==> config.mk <==
export PLATFORM = sky130hd
export DESIGN_NAME = demixer_iq
export DESIGN_NICKNAME = d
export VERILOG_FILES = /design/src/rtl/demixer_iq_pkg.sv /design/src/rtl/demixer_iq_lo_quad_gen.sv /design/src/rtl/demixer_iq.sv
export SDC_FILE = /design/constraint.sdc
export NUM_CORES = 1
export LEC_CHECK = 0
export ABC_CLOCK_PERIOD_IN_PS = 5030
export CAP_MARGIN = 20
export CORE_ASPECT_RATIO = 1.25
export CORE_MARGIN = 4
export CORE_UTILIZATION = 55
export CTS_BUF_LIST = sky130_fd_sc_hd__clkbuf_4
export DETAILED_ROUTE_END_ITERATION = 10
export GPL_TIMING_DRIVEN = 0
export PLACE_DENSITY = 0.77
export SLEW_MARGIN = 20
export SYNTH_ARGS = -nofsm -noshare
export SYNTH_HDL_FRONTEND = slang
export SYNTH_SLANG_ARGS = --single-unit
export TNS_END_PERCENT = 30
==> constraint.sdc <==
create_clock -name clock -period 5.03 [get_ports clock]
set_input_delay 0.7545 -clock clock [delete_from_list [all_inputs] [get_ports clock]]
set_output_delay 0.7545 -clock clock [all_outputs]
set_load 0.01 [all_outputs]
==> src/rtl/demixer_iq_pkg.sv <==
// Shared LO encoding for the fs/4 IQ mixer and demixer.
// Phase tables and output saturation helper.
package demixer_iq_pkg;

    typedef logic [1:0] lo_t;

    localparam lo_t LO_ZERO = 2'b00;
    localparam lo_t LO_POS  = 2'b01;
    localparam lo_t LO_NEG  = 2'b10;

    // Entry 0 is the rightmost element: I = cos, Q = -sin.
    localparam logic [3:0][1:0] LO_I_TAB = {LO_ZERO, LO_NEG, LO_ZERO, LO_POS};
    localparam logic [3:0][1:0] LO_Q_TAB = {LO_POS, LO_ZERO, LO_NEG, LO_ZERO};

    function automatic logic signed [31:0] saturate(
        input logic signed [31:0] x,
        input int                 dw
    );
        logic signed [31:0] hi;
        logic signed [31:0] lo;
        hi = (32'sd1 <<< (dw - 1)) - 32'sd1;
        lo = -hi - 32'sd1;
        if (x > hi)
            return hi;
        else if (x < lo)
            return lo;
        return x;
    endfunction

endpackage

==> src/rtl/demixer_iq_lo_quad_gen.sv <==
// fs/4 quadrature LO phase generator.
// Phase advances on accepted samples; clear returns it to phase 0.
module lo_quad_gen
    import demixer_iq_pkg::*;
(
    input  logic clock,
    input  logic reset_n,
    input  logic advance,
    input  logic clear,
    output lo_t  lo_i,
    output lo_t  lo_q
);

    logic [1:0] phase;

    always_ff @(posedge clock or negedge reset_n) begin
        if (!reset_n)
            phase <= 2'd0;
        else if (clear)
            phase <= 2'd0;
        else if (advance)
            phase <= phase + 2'd1;
    end

    assign lo_i = LO_I_TAB[phase];
    assign lo_q = LO_Q_TAB[phase];

endmodule

==> src/rtl/demixer_iq.sv <==
// Quadrature downconverter: fs/4 three-level LO mix followed by
// integrate-and-dump decimation over 2^DEC_LOG2 accepted samples.
module demixer_iq
    import demixer_iq_pkg::*;
#(
    parameter int DW       = 15,
    parameter int DEC_LOG2 = 2
) (
    input  logic                 clock,
    input  logic                 reset_n,
    input  logic                 sync_clear,
    input  logic                 in_valid,
    input  logic signed [DW-1:0] din,
    output logic signed [DW-1:0] i_o,
    output logic signed [DW-1:0] q_o,
    output logic                 out_valid,
    output lo_t                  lo_i_o,
    output lo_t                  lo_q_o
);

    localparam int AW = DW + 1 + DEC_LOG2;
    localparam int CW = (DEC_LOG2 > 0) ? DEC_LOG2 : 1;
    localparam logic [CW-1:0] LAST = CW'((1 << DEC_LOG2) - 1);

    logic                 accept;
    logic                 first;
    logic                 last;
    logic [CW-1:0]        cnt;
    logic signed [DW:0]   din_ext;
    logic signed [DW:0]   prod_i;
    logic signed [DW:0]   prod_q;
    logic signed [AW-1:0] acc_i;
    logic signed [AW-1:0] acc_q;
    logic signed [AW-1:0] sum_i;
    logic signed [AW-1:0] sum_q;
    logic signed [AW-1:0] shf_i;
    logic signed [AW-1:0] shf_q;
    logic signed [DW-1:0] sat_i;
    logic signed [DW-1:0] sat_q;

    function automatic logic signed [DW:0] mix(
        input lo_t                code,
        input logic signed [DW:0] x
    );
        if (code[1])
            return -x;
        else if (code[0])
            return x;
        return '0;
    endfunction

    assign accept = in_valid & ~sync_clear;

    lo_quad_gen u_lo (
        .clock   (clock),
        .reset_n (reset_n),
        .advance (accept),
        .clear   (sync_clear),
        .lo_i    (lo_i_o),
        .lo_q    (lo_q_o)
    );

    // One extra bit so negating the most negative sample cannot wrap.
    assign din_ext = {din[DW-1], din};
    assign prod_i  = mix(lo_i_o, din_ext);
    assign prod_q  = mix(lo_q_o, din_ext);

    assign first = (cnt == '0);
    assign last  = (cnt == LAST);

    assign sum_i = (first ? '0 : acc_i) + AW'(prod_i);
    assign sum_q = (first ? '0 : acc_q) + AW'(prod_q);

    assign shf_i = sum_i >>> DEC_LOG2;
    assign shf_q = sum_q >>> DEC_LOG2;

    assign sat_i = DW'(saturate(32'(shf_i), DW));
    assign sat_q = DW'(saturate(32'(shf_q), DW));

    always_ff @(posedge clock or negedge reset_n) begin
        if (!reset_n) begin
            acc_i     <= '0;
            acc_q     <= '0;
            cnt       <= '0;
            i_o       <= '0;
            q_o       <= '0;
            out_valid <= 1'b0;
        end else begin
            out_valid <= 1'b0;
            if (sync_clear) begin
                acc_i <= '0;
                acc_q <= '0;
                cnt   <= '0;
            end else if (accept) begin
                acc_i <= sum_i;
                acc_q <= sum_q;
                cnt   <= last ? '0 : cnt + CW'(1);
                if (last) begin
                    i_o       <= sat_i;
                    q_o       <= sat_q;
                    out_valid <= 1'b1;
                end
            end
        end
    end

endmodule

==> metrics.md <==
| Metric | Value |
|---|---|
| Synthesized area | `roughly 6000 um^2` |
| Max-capacitance violation count | `0` |
| GP Congestion | `about 0.9` |
| Starting Density | `between 50% and 60%` |
| Cell taking the most area after synthesis | `dfrtp_1` |
| Clock buffer depth | `2` |
| Register area share after synthesis | `around 30%` |
| Die ar. | `12500 um^2` |
| Final Hold Vio Count | `0` |
| Final Setup Violations | `0` |
| Setup Buffers After CTS | `0` |
| CTS Sinks | `slightly above 70` |
| Total power | `approximately 1.7 mW` |
| Layout cells sized above 1 | `7.12%` |
| Slowest CP cell | `clkdlybuf4s50_1` |
| Remaining antenna violation count after routing | `0` |
| Die Width | `101 um` |
| CP required | `around 5.4 ns` |
| CTS tree | `built` |
| GR Overflow Total | `0` |
| Leakage dissipation | `3.07 nW` |
| Main combinational cell family by area after synthesis | `simple AND/OR/NAND/NOR gates` |
| # DRC | `0` |
| Die extent in y | `between 100 and 150 um` |
| Mean cell area of the mapped netlist | `8.24 um^2` |
| Worst-Skew Late Latency | `about 0.45 ns` |
| IO Port Bufs | `48` |
| Fin util | `between 60% and 70%` |
| Vias in the first global route | `5166` |
| Synth Net Count | `between 700 and 800` |
| Mux contribution to synthesized area | `under 10%` |
| Clock transition at path regs | `approximately 0.14 ns` |
| Final period utilization | `a little over nine tenths` |
| CTS H-Tree Depth | `3` |
| CP max FO | `10` |
| Synthesized instance count | `around 700` |
| First-pass GRT wire length | `about 25000 um` |
| Startpoint Class | `input pin` |
| Core area | `between 10000 and 15000 um^2` |
| Yosys warning count | `0` |
| Num ports | `54` |
| Most common cell after layout, fill and taps aside | `nor2_1` |
| Via count | `around 5500` |
| Hold Crit Class | `in -> async` |
| Outcome | `completed` |
| Slew headroom | `roughly two fifths` |
| Final Critical Period | `just under 5 ns` |
| Routed WL | `15800 um` |
| Via density | `5.98` |
| TritonCTS buffer count | `9` |
| Top cell type's share of synthesized area | `between 20 and 30%` |
| FMAX | `between 200 and 250 MHz` |
| VDD IR max | `roughly 0.00015 V` |
| Post-Synth XOR/XNOR Area | `4.91%` |
| Largest stage delay, worst path | `between 0.4 and 0.5 ns` |
| PD cells | `between 200 and 300 nW/um^2` |
| Critical-path cell list | `clkdlybuf4s50_1 > inv_1 > ha_1 > and2_1 > nand2_1 > or3_1 > or3_1 > nor3_4 > a21oi_1 > o22ai_1 > ha_1 > and2_1 > and4_4 > o32a_4 > xnor2_4 > buf_6 > maj3_2 > o21ai_1` |
| Tot GR Track Use | `25.3%` |
| Synth Area in Compound Gates | `about a fifth` |
| Commonest non-fill, non-tap cells in the layout | `nor2_1, nand2_1, dfrtp_1, a21oi_1` |
| Ranking of synthesized cells by area | `dfrtp_1, ha_1, mux2i_1` |
| Number of synthesized register bits | `approximately 70` |
| Dpl hpwl | `12200 um` |
| Crit. End Element | `flip-flop` |
| Routed WL per cell | `between 15 and 20 um` |
| Fraction of registers with async set/reset | `100%` |
| CP delay by family, top | `simple AND/OR/NAND/NOR gates` |
| Cts repair resizes | `0` |
| Post-synthesis adder-cell area fraction | `about an eighth` |
| Top FF cell, synth | `dfrtp_1` |
| Worst-margin pin slew | `0.900 ns` |
| Largest net degree at the start of global routing | `53` |
| Fin nets | `approximately 840` |
| Rows | `42` |
| CP arrival | `approximately 5.2 ns` |
| Post-CTS Hold Buffers | `0` |
| Area Growth Syn to Fin | `13.6%` |
| Critical path type | `in -> reg` |
| EDFF count, synth | `0` |
| Unrepaired setup endpoints after global routing | `true` |
| CP bufs+invs | `3` |
| Post-Route Skew | `0.0278 ns` |
| Final slew viol count | `0` |
| N_diodes | `0` |
| Synth unique cells | `67` |
| Simple-gate share of the synthesized area | `approximately 20%` |
| DRT Pass-1 Iters | `5` |
| Initial antenna violation count | `0` |
| DRC violation total after the first TritonRoute iteration | `approximately 260` |
| Root buf cell | `clkbuf_4` |
## registers in the layout (all words and copies together) (netlist names)
register / cells
q_o: 15
out_valid: 1
acc_q: 18
cnt: 2
acc_i: 18
u_lo.phase: 2
i_o: 15
## worst reg2reg max path, delay by kind of cell (launching register included)
kind | cells | cell delay, ns
xor+xnor | 1 | 0.23
fa+ha+maj | 3 | 0.88
buf+inv | 6 | 1.39
flops | 1 | 0.44
simple gates | 4 | 0.45
compound gates | 5 | 1.12
## cell usage after synthesis, drive strengths merged (2+ instances only)
cell type / instances
o21bai: 2
a22oi: 2
o31a: 2
xor2: 10
o311ai: 2
nand2b: 6
o21a: 6
nand2: 78
xnor2: 19
nand3: 5
nor3: 14
and2: 5
fa: 2
o211a: 2
a211o: 2
o41ai: 2
a22o: 3
and4: 3
mux2: 4
inv: 38
a211oi: 5
clkbuf: 31
mux2i: 47
nor4: 5
a21oi: 54
and3: 5
o22ai: 6
nor2: 82
maj3: 14
nand4: 4
o31ai: 5
or3: 7
ha: 41
a21boi: 2
nor2b: 36
dfrtp: 71
o211ai: 3
o21ai: 62
buf: 8
a21o: 10
or2: 2
a31oi: 4
## stage by stage
step | worst slack [ns] | instance area (um^2) | setup TNS [ns] | std cells | hold slack, ns
global route | -0.0358 | 6750 | -0.126 | 918 | 0.173
CTS | 0.127 | 6720 | 0 | 918 | 0.165
floorplan | 0.740 | 5940 | 0 | 721 | 0.459
detailed placement | -0.320 | 6610 | -7.30 | 902 | 0.469
global placement | -0.238 | 6590 | -5.46 | 901 | 0.463
finish | 0.184 | 6750 | 0 | 918 | 0.168
## per-layer routing
metal	track usage, %	vias to the layer above	part of all wire [%]	wire length (um)
met5	0	-	0	0
met4	11.8	0	4.3	674
met3	3.70	46	4.7	737
met2	45.5	170	50	7940
met1	29.4	2644	41	6460
li1	-	2634	-	-
## worst paths after layout
kind | cells past startpoint | to | start | slack (ns)
max in group asynchronous | 2 | acc_i[0] | reset_n | 4.27
worst min-delay path | 1 | acc_q[0] | reset_n | 0.17
worst max register to register | 19 | q_o[12] | u_lo.phase[1] | 0.42
worst min register to register | 2 | i_o[2] | i_o[2] | 0.50
worst max-delay path | 18 | i_o[8] | din[0] | 0.18
min in group clock | 2 | i_o[2] | i_o[2] | 0.50
## where the power goes
part	leakage [nW]	total, mW	internal (mW)	switching [mW]
clock network	0.0680	0.329	0.106	0.223
registers	0.966	0.670	0.637	0.0333
logic	2.03	0.713	0.311	0.403
## cells by family (layout without fill, tap and decap cells)
| family | after synthesis | in the layout |
|---|---|---|
| AO/OA/AOI/OAI | 183 | 183 |
| XOR/XNOR | 29 | 29 |
| adder cells (fa/ha/maj) | 57 | 57 |
| buffers and inverters | 77 | 142 |
| flip-flops | 71 | 71 |
| multiplexers | 51 | 51 |
| AND/OR/NAND/NOR | 253 | 253 |
## cell type report
class	count	area [um^2]
multi-input cells	573	3870
inverters	38	143
clock buffers	10	75.1
fillers	945	3810
well taps	132	165
plain buffers	39	171
repair buffers	49	505
flip-flops and latches	71	1780
clock inverters	6	36.3
No activity file was read; power rests on OpenSTA's default activity.
